### src/rtl/dmem_access_unit.sv
`timescale 1ns/1ps
// dmem_access_unit
// Load/store unit between the MEM-stage control and a word-organised DMEM.
// Accepts byte/halfword/word loads and stores on byte addresses, sequences
// the DMEM strobes so read and write are never high together, performs
// sub-word stores as read-modify-write and returns sign/zero-extended loads.
// Misaligned requests are rejected with a one-cycle pulse and never touch
// memory.
module dmem_access_unit (
    input  logic        clk,
    input  logic        rst_n,
    input  logic        lsu_req,
    input  logic        lsu_we,
    input  logic [1:0]  lsu_size,
    input  logic        lsu_unsigned,
    input  logic [31:0] lsu_addr,
    input  logic [31:0] lsu_wdata,
    output logic        lsu_busy,
    output logic        lsu_done,
    output logic [31:0] lsu_rdata,
    output logic        lsu_misaligned,
    output logic [31:0] DMEM_address,
    output logic [31:0] DMEM_data_in,
    output logic        DMEM_mem_write,
    output logic        DMEM_mem_read,
    input  logic [31:0] DMEM_data_out
);

    // ------------------------------------------------------------------
    // State encoding
    // ------------------------------------------------------------------
    localparam logic [2:0] ST_IDLE   = 3'd0;
    localparam logic [2:0] ST_RD     = 3'd1;
    localparam logic [2:0] ST_WR     = 3'd2;
    localparam logic [2:0] ST_RMW_RD = 3'd3;
    localparam logic [2:0] ST_RMW_WR = 3'd4;

    localparam logic [1:0] SZ_BYTE = 2'b00;
    localparam logic [1:0] SZ_HALF = 2'b01;
    localparam logic [1:0] SZ_WORD = 2'b10;

    // ------------------------------------------------------------------
    // Helper functions
    // ------------------------------------------------------------------

    // A request is rejected when its size is illegal or the address is not
    // naturally aligned for that size.
    function automatic logic is_misaligned(input logic [1:0] size,
                                           input logic [1:0] lane);
        logic mis;
        mis = 1'b0;
        case (size)
            SZ_BYTE: mis = 1'b0;
            SZ_HALF: mis = lane[0];
            SZ_WORD: mis = (lane != 2'b00);
            default: mis = 1'b1;
        endcase
        return mis;
    endfunction

    // Pick the addressed lane(s) out of a memory word and extend to 32 bits.
    function automatic logic [31:0] load_extend(input logic [31:0] word,
                                                input logic [1:0]  lane,
                                                input logic [1:0]  size,
                                                input logic        uns);
        logic [7:0]  b;
        logic [15:0] h;
        logic [31:0] r;
        b = word[7:0];
        h = word[15:0];
        r = word;
        case (lane)
            2'd0:    b = word[7:0];
            2'd1:    b = word[15:8];
            2'd2:    b = word[23:16];
            2'd3:    b = word[31:24];
            default: b = word[7:0];
        endcase
        if (lane[1]) begin
            h = word[31:16];
        end else begin
            h = word[15:0];
        end
        case (size)
            SZ_BYTE: r = uns ? {24'h000000, b} : {{24{b[7]}}, b};
            SZ_HALF: r = uns ? {16'h0000, h}   : {{16{h[15]}}, h};
            default: r = word;
        endcase
        return r;
    endfunction

    // Replace the addressed lane(s) of the old memory word with store data.
    function automatic logic [31:0] store_merge(input logic [31:0] old,
                                                input logic [15:0] wd,
                                                input logic [1:0]  lane,
                                                input logic [1:0]  size);
        logic [31:0] r;
        r = old;
        case (size)
            SZ_BYTE: begin
                case (lane)
                    2'd0:    r = {old[31:8], wd[7:0]};
                    2'd1:    r = {old[31:16], wd[7:0], old[7:0]};
                    2'd2:    r = {old[31:24], wd[7:0], old[15:0]};
                    2'd3:    r = {wd[7:0], old[23:0]};
                    default: r = old;
                endcase
            end
            SZ_HALF: begin
                if (lane[1]) begin
                    r = {wd[15:0], old[15:0]};
                end else begin
                    r = {old[31:16], wd[15:0]};
                end
            end
            default: r = old;
        endcase
        return r;
    endfunction

    // ------------------------------------------------------------------
    // Registers
    // ------------------------------------------------------------------
    logic [2:0]  state_r;
    logic [2:0]  state_nxt_s;
    logic        busy_r;
    logic        done_r;
    logic [31:0] rdata_r;
    logic        misaligned_r;
    logic [31:0] address_r;
    logic [31:0] data_in_r;
    logic        mem_write_r;
    logic        mem_read_r;

    // Request fields latched at acceptance; upstream may move on afterwards.
    logic [1:0]  lane_r;
    logic [1:0]  size_r;
    logic        unsigned_r;
    logic [15:0] wdata_r;

    logic        misaligned_s;
    logic        accept_s;
    logic        reject_s;

    // Classify the incoming request: accepted, rejected or not sampled.
    always_comb begin
        misaligned_s = is_misaligned(lsu_size, lsu_addr[1:0]);
        accept_s     = 1'b0;
        reject_s     = 1'b0;
        if ((state_r == ST_IDLE) && lsu_req) begin
            accept_s = ~misaligned_s;
            reject_s = misaligned_s;
        end else begin
            accept_s = 1'b0;
            reject_s = 1'b0;
        end
    end

    // Next-state decode for the access sequencer.
    always_comb begin
        state_nxt_s = state_r;
        case (state_r)
            ST_IDLE: begin
                if (accept_s) begin
                    if (!lsu_we) begin
                        state_nxt_s = ST_RD;
                    end else if (lsu_size == SZ_WORD) begin
                        state_nxt_s = ST_WR;
                    end else begin
                        state_nxt_s = ST_RMW_RD;
                    end
                end else begin
                    state_nxt_s = ST_IDLE;
                end
            end
            ST_RD:     state_nxt_s = ST_IDLE;
            ST_WR:     state_nxt_s = ST_IDLE;
            ST_RMW_RD: state_nxt_s = ST_RMW_WR;
            ST_RMW_WR: state_nxt_s = ST_IDLE;
            default:   state_nxt_s = ST_IDLE;
        endcase
    end

    // Control registers: state, one-hot strobe flops, busy/done/misaligned.
    // Strobes are flops loaded from the next state, so they are a registered
    // decode of the state and drop at once on reset.
    always_ff @(posedge clk or negedge rst_n) begin
        if (!rst_n) begin
            state_r      <= ST_IDLE;
            busy_r       <= 1'b0;
            done_r       <= 1'b0;
            misaligned_r <= 1'b0;
            mem_read_r   <= 1'b0;
            mem_write_r  <= 1'b0;
        end else begin
            state_r      <= state_nxt_s;
            busy_r       <= (state_nxt_s != ST_IDLE);
            mem_read_r   <= (state_nxt_s == ST_RD) || (state_nxt_s == ST_RMW_RD);
            mem_write_r  <= (state_nxt_s == ST_WR) || (state_nxt_s == ST_RMW_WR);
            done_r       <= (state_r == ST_RD) || (state_r == ST_WR) ||
                            (state_r == ST_RMW_WR);
            misaligned_r <= reject_s;
        end
    end

    // Request latch and DMEM address: captured only on an accepted request.
    always_ff @(posedge clk or negedge rst_n) begin
        if (!rst_n) begin
            lane_r     <= 2'b00;
            size_r     <= 2'b00;
            unsigned_r <= 1'b0;
            wdata_r    <= 16'h0000;
            address_r  <= 32'h0000_0000;
        end else if (accept_s) begin
            lane_r     <= lsu_addr[1:0];
            size_r     <= lsu_size;
            unsigned_r <= lsu_unsigned;
            wdata_r    <= lsu_wdata[15:0];
            address_r  <= {2'b00, lsu_addr[31:2]};
        end
    end

    // Write word: full store data on a word-store accept, or the merged word
    // captured at the end of the RMW read (this register is the merge word).
    always_ff @(posedge clk or negedge rst_n) begin
        if (!rst_n) begin
            data_in_r <= 32'h0000_0000;
        end else if (accept_s && lsu_we && (lsu_size == SZ_WORD)) begin
            data_in_r <= lsu_wdata;
        end else if (state_r == ST_RMW_RD) begin
            data_in_r <= store_merge(DMEM_data_out, wdata_r, lane_r, size_r);
        end
    end

    // Load result: updated only when a load read completes, held otherwise.
    always_ff @(posedge clk or negedge rst_n) begin
        if (!rst_n) begin
            rdata_r <= 32'h0000_0000;
        end else if (state_r == ST_RD) begin
            rdata_r <= load_extend(DMEM_data_out, lane_r, size_r, unsigned_r);
        end
    end

    // ------------------------------------------------------------------
    // Outputs
    // ------------------------------------------------------------------
    assign lsu_busy       = busy_r;
    assign lsu_done       = done_r;
    assign lsu_rdata      = rdata_r;
    assign lsu_misaligned = misaligned_r;
    assign DMEM_address   = address_r;
    assign DMEM_data_in   = data_in_r;
    assign DMEM_mem_write = mem_write_r;
    assign DMEM_mem_read  = mem_read_r;

endmodule

### config.mk
export PLATFORM = sky130hd
export DESIGN_NAME = dmem_access_unit
export DESIGN_NICKNAME = d
export VERILOG_FILES = /design/src/rtl/dmem_access_unit.sv
export SDC_FILE = /design/constraint.sdc
export NUM_CORES = 1
export LEC_CHECK = 0
export ABC_AREA = 1
export CAP_MARGIN = 40
export CORE_MARGIN = 1.5
export CORE_UTILIZATION = 52
export DETAILED_ROUTE_END_ITERATION = 10
export PLACE_DENSITY_LB_ADDON = 0.05
export SKIP_CTS_REPAIR_TIMING = 1
export SLEW_MARGIN = 20
export SYNTH_ARGS = -nofsm -noshare
export SYNTH_HDL_FRONTEND = slang
export SYNTH_SLANG_ARGS = --single-unit
### constraint.sdc
create_clock -name clk -period 2.9 [get_ports clk]
set_clock_uncertainty 0.05 [all_clocks]
set_input_delay 0.58 -clock clk [delete_from_list [all_inputs] [get_ports clk]]
set_output_delay 0.58 -clock clk [all_outputs]
set_load 0.01 [all_outputs]
# Yosys cells after proc, flatten, opt, wreduce, memory -nomap -nowiden
# Cells that the tools add are included.
[classes] eq_ne=14 muxes=17 n_bitwise=1 n_reduce_logical=14
[ops] cell="2-to-1 mux 32 bit" n=5
[ops] cell="case mux 32 bit (2 select lines)" n=2
[ops] cell="case mux 32 bit (4 select lines)" n=1
[ops] cell="case mux 8 bit (4 select lines)" n=1
[ops] cell="2-to-1 mux 16 bit" n=1
[ops] cell="equality test 3 x 2 -> 1 bit, second input constant" n=4
[ops] cell="equality test 2 x 1 -> 1 bit, second input constant" n=3
[ops] cell="equality test 2 bit, second input constant" n=3
[ops] cell="equality test 3 x 1 -> 1 bit, second input constant" n=2
[ops] cell="equality test 3 bit, second input constant" n=2
[ops] cell="zero test 2 bit" n=3
[ops] cell="case mux 3 bit (2 select lines)" n=1
[ops] cell="logical OR 1 bit" n=4
[ops] cell="nonzero test 2 bit" n=2
[ops] cell="logical AND 1 bit" n=3
[ops] cell="zero test 3 bit" n=1
[ops] cell="2-to-1 mux 1 bit" n=3
[ops] cell="2-to-1 mux 3 bit" n=1
[ops] cell="case mux 1 bit (3 select lines)" n=1
[ops] cell="nonzero test 3 bit" n=1
[ops] cell="2-to-1 mux 2 bit" n=1
[ops] cell="inverter 1 bit" n=1
[word_totals] ff_bits=123 inputBits=103 output_inout_bits=101 elab_cells=59

# Logic depth before layout (Yosys ltp)
# Gate-level depths: netlist of run 1.
[logic_depth] word_depth=8 mapped_depth=11

# Worst setup path before layout of run 1
# OpenSTA, ideal clock, no wires.
[synth_timing] kind="input-to-reg" from="input port lsu_size[0]" to="register size_r[1]" setup_time_ns=0.121 t_arrival_ns=1.353 t_required_ns=2.729 setup_slack_ns=1.376 cell_stages=8 n_path_buf=2 cell_sequence="inv_1 nand3_1 nand2_2 nand2_2 buf_6 buf_2 nand2_1 o21ai_1"
[synth_between] elab_chain_cells=4 word_cells_on_any_way=6 classes_between="eq/ne (2); mux (2); bitwise (1); reduce/logical (1)"
[synth_lines] element="start, declared" line_no="14" rtl="input logic [1:0] lsu_size,"
[synth_lines] element="equality test 2 bit, or another cell as far along" line_no="52" rtl="case (size)"
[synth_lines] element="case mux 1 bit (3 select lines) (*)" line_no="52"
[synth_lines] element="inverter 1 bit (*)" line_no="151" rtl="accept_s = ~misaligned_s;"
[synth_lines] element="2-to-1 mux 1 bit (*)" line_no="150" rtl="if ((state_r == ST_IDLE) && lsu_req) begin"
[synth_lines] element="end signal, assigned" line_no="216" rtl="size_r <= lsu_size;"
[synth_lines] element="end, declared" line_no="137" rtl="logic [1:0] size_r;"
# Every way passes the cells marked *; elsewhere a longest branch is shown, timed or not.
# A chain may end at the register's enable or synchronous reset.

# Final worst setup path of run 1
[layout_timing] from="register lane_r[1]" to="register rdata_r[8], in the netlist lsu_rdata[8]"
[layout_between] elab_chain_cells=4 word_cells_on_any_way=9 classes_between="eq/ne (3); mux (5); reduce/logical (1)"
[layout_lines] element="start, declared" line_no="136" rtl="logic [1:0] lane_r;"
[layout_lines] element="start signal, assigned" line_no="215" rtl="lane_r <= lsu_addr[1:0];"
[layout_lines] element="equality test 2 bit, or another cell as far along" line_no="72" rtl="case (lane)"
[layout_lines] element="case mux 8 bit (4 select lines)" line_no="72"
[layout_lines] element="2-to-1 mux 32 bit" line_no="85" rtl="SZ_BYTE: r = uns ? {24'h000000, b} : {{24{b[7]}}, b};"
[layout_lines] element="case mux 32 bit (2 select lines) (*)" line_no="84" rtl="case (size)"
[layout_lines] element="end signal, assigned" line_no="240" rtl="rdata_r <= load_extend(DMEM_data_out, lane_r, size_r, unsigned_r);"
[layout_lines] element="end, declared" line_no="128" rtl="logic [31:0] rdata_r;"
# Marks and branches as above.

==> metrics.cfg, run 1 <==
[yosys]
synth_edf_count = 0
yosysTopAreaCell = dfrtp_1
synthCells = 953
avgSynthCellArea_um2 = 7.280
synth_area_leaders = dfrtp_1 (44%), nand2_1 (17%), nand3_1 (11%)
yosys.cell_count.top_type = nand2_1
synth_top_area_share_pct = 44.36
synth-seq-area-share_pct = 44.36
ys_seq_elements = 123
synth_ff_type = dfrtp_1
async_reset_ff_share_pct = 100.0
synth_cell_types = 31
synthTopCellsByCount = nand2_1 (315), nand3_1 (156), dfrtp_1 (123)
ys_warn_count = 0
netlist_area_um2 = 6938

[timing]
min_period_over_period_pct = 73.00
worstMarginPinSlew_ns = 0.6366
slew_viol_final = 0
hold_violations = 0
fin_ws_ns = 0.7830
slew_headroom_pct = 57.50
rsz0062_at_grt = no
setup_viol = 0
finalSetupTns_ns = 0
hold_ws_ns = 0.1211
post-route-min-period_ns = 2.117
fmax_ghz = 0.4724

[setup_path]
startpoint = lane_r[1]
criticalPathCategory = register to register
critPathRequiredTime_ns = 3.17
crit_chain = buf_4 > nand2_2 > clkinv_1 > nand2_1 > nand3_2 > nand3_2 > a21oi_1
critPathMaxFanout = 34
slowest_delay_ns = 0.39
cp_slowest_cell = nand3_2
r2r-start = lane_r[1]
rr_endpoint = lsu_rdata[8]
worst-path-buf-inv = 2
crit_path_end = lsu_rdata[8]
cp_data_arrival_time_ns = 2.39
crit_top_cell = nand3_2
endpoint_kind = register
cp.depth = 7
r2r_setup_slack_ns = 0.78
cp-start-kind = register
cpLargestDelayFamily = simple AND/OR/NAND/NOR gates
r2r_cells = 7

[detailed_routing]
first_pass_iters = 5
routedWlPerCell_um = 16.03
vias = 7188
ant_nets = 0
drt-total-wl_um = 21080
via_per_inst = 5.466
drc = 0
drt_iter0_markers = 720

[cts]
clk_pin_slew_ns = 0.05
insertion_delay_ns = 0.42
clockBufferDepth = 2
cts_root_buf = clkbuf_16
cts_tree = done
numCtsBuffers = 17
clkSinkCount = 123
cts.htree.levels = 4

[floorplan]
placementRows = 42
io_pins = 204
dieWidth_um = 118.5
core-area_um2 = 13140
die-area_um2 = 14040
die_h_um = 118.5
start_util_pct = 52.81

[global_routing]
antenna_found_initial = 0
grt_pass1_vias = 6586
grt_pass1_wl_um = 34130
grt_remaining_overflow = 0
grt_usage_pct = 30.77
grt_max_degree = 53

[place]
port_buffers = 201
dpl.hpwl_um = 14840
post-place-ws_ns = 0.5777
routabilityCongestion = 0.8800

[pwr]
vdd_drop_max_mv = 0.4016
power_density_nw_per_um2 = 792.2
p_total_mw = 7.619
p_leak_nw = 4.588

[hold_path]
worstHoldPathType = input pin to async pin

[final_layout]
drive_above_1_share_pct = 7.550
antenna_cells = 0
area_growth_pct = 38.63
post-route-util_pct = 73.21
num-nets-final = 1230

[run_status]
status = completed

[flow_run]
cap_viol_max_count = 0

-- state kept, by name (all words and copies together) (netlist names) --
name,cells
DMEM_address,30
DMEM_data_in,32
DMEM_mem_read,1
DMEM_mem_write,1
lane_r,2
lsu_busy,1
lsu_done,1
lsu_misaligned,1
lsu_rdata,32
size_r,2
state_r,3
unsigned_r,1
wdata_r,16
-- stage by stage --
step	area [µm²]	cells
after floorplan	6942	954
after global placement	8979	1283
after detailed placement	8979	1283
after CTS	9603	1314
after global routing	9618	1315
final	9618	1315
-- cells in the final DEF (no fill, tap or decap) --
master | netlist | layout
nor3_1 | 1 | 1
nand4_1 | 2 | 2
clkbuf_16 | 0 | 17
nand2_2 | 7 | 7
nand2_1 | 315 | 315
buf_4 | 10 | 13
a21boi_0 | 2 | 2
a31oi_1 | 1 | 1
nor2_4 | 1 | 1
nor2_2 | 3 | 3
a21oi_1 | 55 | 55
nand3_4 | 1 | 1
nand3_1 | 156 | 156
bufinv_16 | 0 | 3
clkdlybuf4s50_1 | 0 | 200
dfrtp_1 | 123 | 122
o21a_1 | 1 | 1
clkbuf_1 | 17 | 3
conb_1 | 1 | 2
o21ai_0 | 22 | 22
inv_1 | 77 | 77
o21ai_1 | 7 | 7
buf_12 | 0 | 3
nor2_8 | 1 | 1
dfrtp_2 | 0 | 1
clkinv_1 | 1 | 1
clkinvlp_4 | 0 | 2
nand3_2 | 2 | 2
inv_2 | 6 | 6
buf_8 | 0 | 1
o22a_1 | 7 | 7
clkbuf_8 | 0 | 6
o211ai_1 | 40 | 40
or2_2 | 16 | 16
nor3_2 | 1 | 1
a21oi_2 | 2 | 2
nor2_1 | 39 | 39
-- power by group --
part / internal (mW) / total (mW) / switching [mW]
Sequential: 2.20 / 2.51 / 0.303
Clock: 1.48 / 2.23 / 0.741
Combinational: 1.39 / 2.89 / 1.50
Total: 5.08 / 7.62 / 2.54
-- cells by family (layout without fill, tap and decap cells) --
group           count (synthesis)  after routing  share of synthesized area (%)
simple gates                  545            545                          34.14
other cells                     1              2                        0.05405
compound gates                137            137                          11.94
buf+inv                       147            332                          9.504
flops                         123            123                          44.36
-- worst min path at each step --
stage / from / endpoint / slack [ns] / cells after the start
6_report: rst_n / lane_r[0] / 0.12 / 1
5_1_grt: rst_n / lane_r[0] / 0.16 / 1
4_1_cts: rst_n / lane_r[0] / 0.14 / 1
3_5_place_dp: DMEM_address[16] / DMEM_address[16] / 0.41 / 2
3_3_place_gp: DMEM_address[22] / DMEM_address[22] / 0.40 / 2
2_1_floorplan: rst_n / DMEM_address[0] / 0.23 / 0
-- final cells by class --
class,instances,area (µm²)
Multi-Input combinational cell,684,3204
Clock buffer,26,519.2
Clock inverter,5,105.1
Timing Repair Buffer,217,2175
Tap cell,176,220.2
Fill cell,1057,3520
Sequential cell,123,3079
Inverter,84,315.3
-- worst register-to-register path, stage by stage, from the launching register on --
cell	delay [ns]
dfrtp_2	0.38
buf_4	0.33
nand2_2	0.28
clkinv_1	0.13
nand2_1	0.07
nand3_2	0.10
nand3_2	0.39
a21oi_1	0.30
-- routing by layer --
metal  vias to the layer above  part of all wire (%)  GRT usage (%)
li1                       3450                     -              -
met3                        37                   9.5          7.239
met2                       387                    43          45.35
met1                      3314                    45          45.17
met4                         0                   2.0          9.337
met5                         -                     0              0
(Power assumes the default switching activity.)
==> run 2, diff against run 1 <==
CORE_UTILIZATION = 48   (was 52)
clock period = 2.15 ns   (was 2.9 ns; I/O delays follow)
==> run 2 against run 1 <==
  * Final cell count is 1.7% higher
  * Largest cell class unchanged
  * Critical path type is now register to output port
  * Worst hold slack gained 0.18 ns
  * Sequential power increased by 35%
  * Setup slack got worse by 0.47 ns
  * Wire length is 3.7% higher
==> metrics.cfg, run 2 (same netlist as run 1, synthesis figures left out) <==
[cts]
numCtsBuffers = 17  ; unchanged
cts_tree = done  ; unchanged
clkSinkCount = 123  ; unchanged
cts.htree.levels = 4  ; unchanged
clk_pin_slew_ns = 0.05  ; about the same
cts_root_buf = clkbuf_16  ; unchanged
insertion_delay_ns = 0.42  ; about the same
clockBufferDepth = 2  ; unchanged

[final_layout]
area_growth_pct = 40.50  ; was 38.63%
multi_input_area_um2 = 3204  ; unchanged
layout_commonest_cell = nand2_1  ; unchanged
final_cell_area_um2 = 9748  ; was 9618 µm²
drive_above_1_share_pct = 8.737  ; was 7.550%
num-nets-final = 1246  ; was 1230
most-common-layout-cells = nand2_1 (315), clkdlybuf4s50_1 (200), nand3_1 (156)  ; unchanged
fillers = 1155  ; was 1057
instances_no_fill = 1337  ; was 1315
post-route-util_pct = 69.69  ; was 73.21%
seqCellArea_um2 = 3079  ; unchanged

[detailed_routing]
vias = 7160  ; was 7188
routedWlPerCell_um = 16.36  ; was 16.03 µm
ant_nets = 0  ; unchanged
first_pass_iters = 5  ; unchanged
highest_layer = met4  ; unchanged
drt_iter0_markers = 605  ; was 720
wl_met1_um = 10090  ; was 9488 µm
wl_met2_um = 9545  ; was 9167 µm
via_per_inst = 5.355  ; was 5.466
drt-total-wl_um = 21870  ; was 21080 µm
drc = 0  ; unchanged
wl_met3_um = 1788  ; was 2003 µm

[timing]
slew_headroom_pct = 62.54  ; was 57.50%
fmax_ghz = 0.5441
slew_viol_final = 0  ; unchanged
hold_ws_ns = 0.3053  ; was 0.1211 ns
worstMarginPinSlew_ns = 0.5589  ; was 0.6366 ns
post-route-min-period_ns = 1.838
finalSetupTns_ns = 0  ; unchanged
min_period_over_period_pct = 85.48
hold_violations = 0  ; unchanged
setup_viol = 0  ; unchanged
rsz0062_at_grt = no  ; unchanged

[floorplan]
io_pins = 204  ; unchanged
die-area_um2 = 15180  ; was 14040 µm²
dieWidth_um = 123.2  ; was 118.5 µm
core-area_um2 = 13990  ; was 13140 µm²
start_util_pct = 49.60  ; was 52.81%
die_h_um = 123.2  ; was 118.5 µm
placementRows = 43  ; was 42

[setup_path]
critPathMaxFanout = 2  ; was 34
worst-path-buf-inv = 1  ; was 2
cp-start-kind = register  ; unchanged
cp_data_arrival_time_ns = 1.36  ; was 2.39 ns
cpLargestDelayFamily = buffers and inverters  ; was simple AND/OR/NAND/NOR gates
cp_slowest_cell = clkdlybuf4s50_1  ; was nand3_2
slowest_delay_ns = 0.56  ; was 0.39 ns
critPathRequiredTime_ns = 1.67  ; was 3.17 ns
crit_chain = clkdlybuf4s50_1  ; was buf_4 > nand2_2 > clkinv_1 > nand2_1 > nand3_2 > nand3_2 > a21oi_1
endpoint_kind = output port  ; was register
criticalPathCategory = register to output port  ; was register to register
r2r_setup_slack_ns = 0.37  ; was 0.78 ns

[place]
dpl.hpwl_um = 15700  ; was 14840 µm
dpl_cell_area_um2 = 9166  ; was 8979 µm²
place_inst = 1303  ; was 1283
routabilityCongestion = 0.9370  ; was 0.8800
port_buffers = 201  ; unchanged

[pwr]
p_leak_nw = 4.665  ; was 4.588 nW
power_density_nw_per_um2 = 1037  ; was 792.2 nW/µm²
vdd_drop_max_mv = 0.5742  ; was 0.4016 mV

[hold_path]
worstHoldPathType = input pin to async pin  ; unchanged

[flow_run]
cap_viol_max_count = 0  ; unchanged

[global_routing]
grt_pass1_vias = 6403  ; was 6586
grt_remaining_overflow = 0  ; unchanged
grt_usage_pct = 29.62  ; was 30.77%
grt_max_degree = 69  ; was 53
antenna_found_initial = 1  ; was 0
grt_pass1_wl_um = 34330  ; was 34130 µm

[run_status]
status = completed  ; unchanged

run 2: per-layer routing:
layer  track usage, %  vias to the layer above
met3            5.581                       38
met4            10.13                        0
met1            45.10                     3316
met2            42.01                      322
li1                 -                     3484
met5                0                        -
run 2: cell type report:
type | instances | share of cell area (%)
inverters | 84 | 3.234
well taps | 180 | 2.310
flip-flops and latches | 123 | 31.59
multi-input cells | 684 | 32.87
diodes | 1 | 0.02567
clock buffers | 26 | 5.224
clock inverters | 6 | 0.6161
repair buffers | 233 | 24.13
run 2: metrics by stage:
stage / power, mW / worst slack (ns)
finish: 10.11 / 0.3122
global route: 10.71 / 0.1694
CTS: 10.13 / 0.2952
detailed placement: 7.345 / 0.1927
global placement: 7.295 / 0.2363
floorplan: 5.349 / 0.7169
run 2: power by group:
part / total (mW) / switching (mW) / internal, mW
clock network: 2.74 / 1.00 / 1.74
registers: 3.40 / 0.427 / 2.97
logic: 3.97 / 2.02 / 1.95
run 2: path summary, 6_finish.rpt:
check                                 startpoint               end  cells past startpoint
worst max-delay path             DMEM_data_in[7]   DMEM_data_in[7]                      1
worst min-delay path                       rst_n  DMEM_address[24]                      2
worst max register to register         lane_r[1]   DMEM_data_in[9]                      7
worst min register to register  DMEM_address[23]  DMEM_address[23]                      2
max in group asynchronous                  rst_n        wdata_r[0]                      3
min in group clk                DMEM_address[23]  DMEM_address[23]                      2
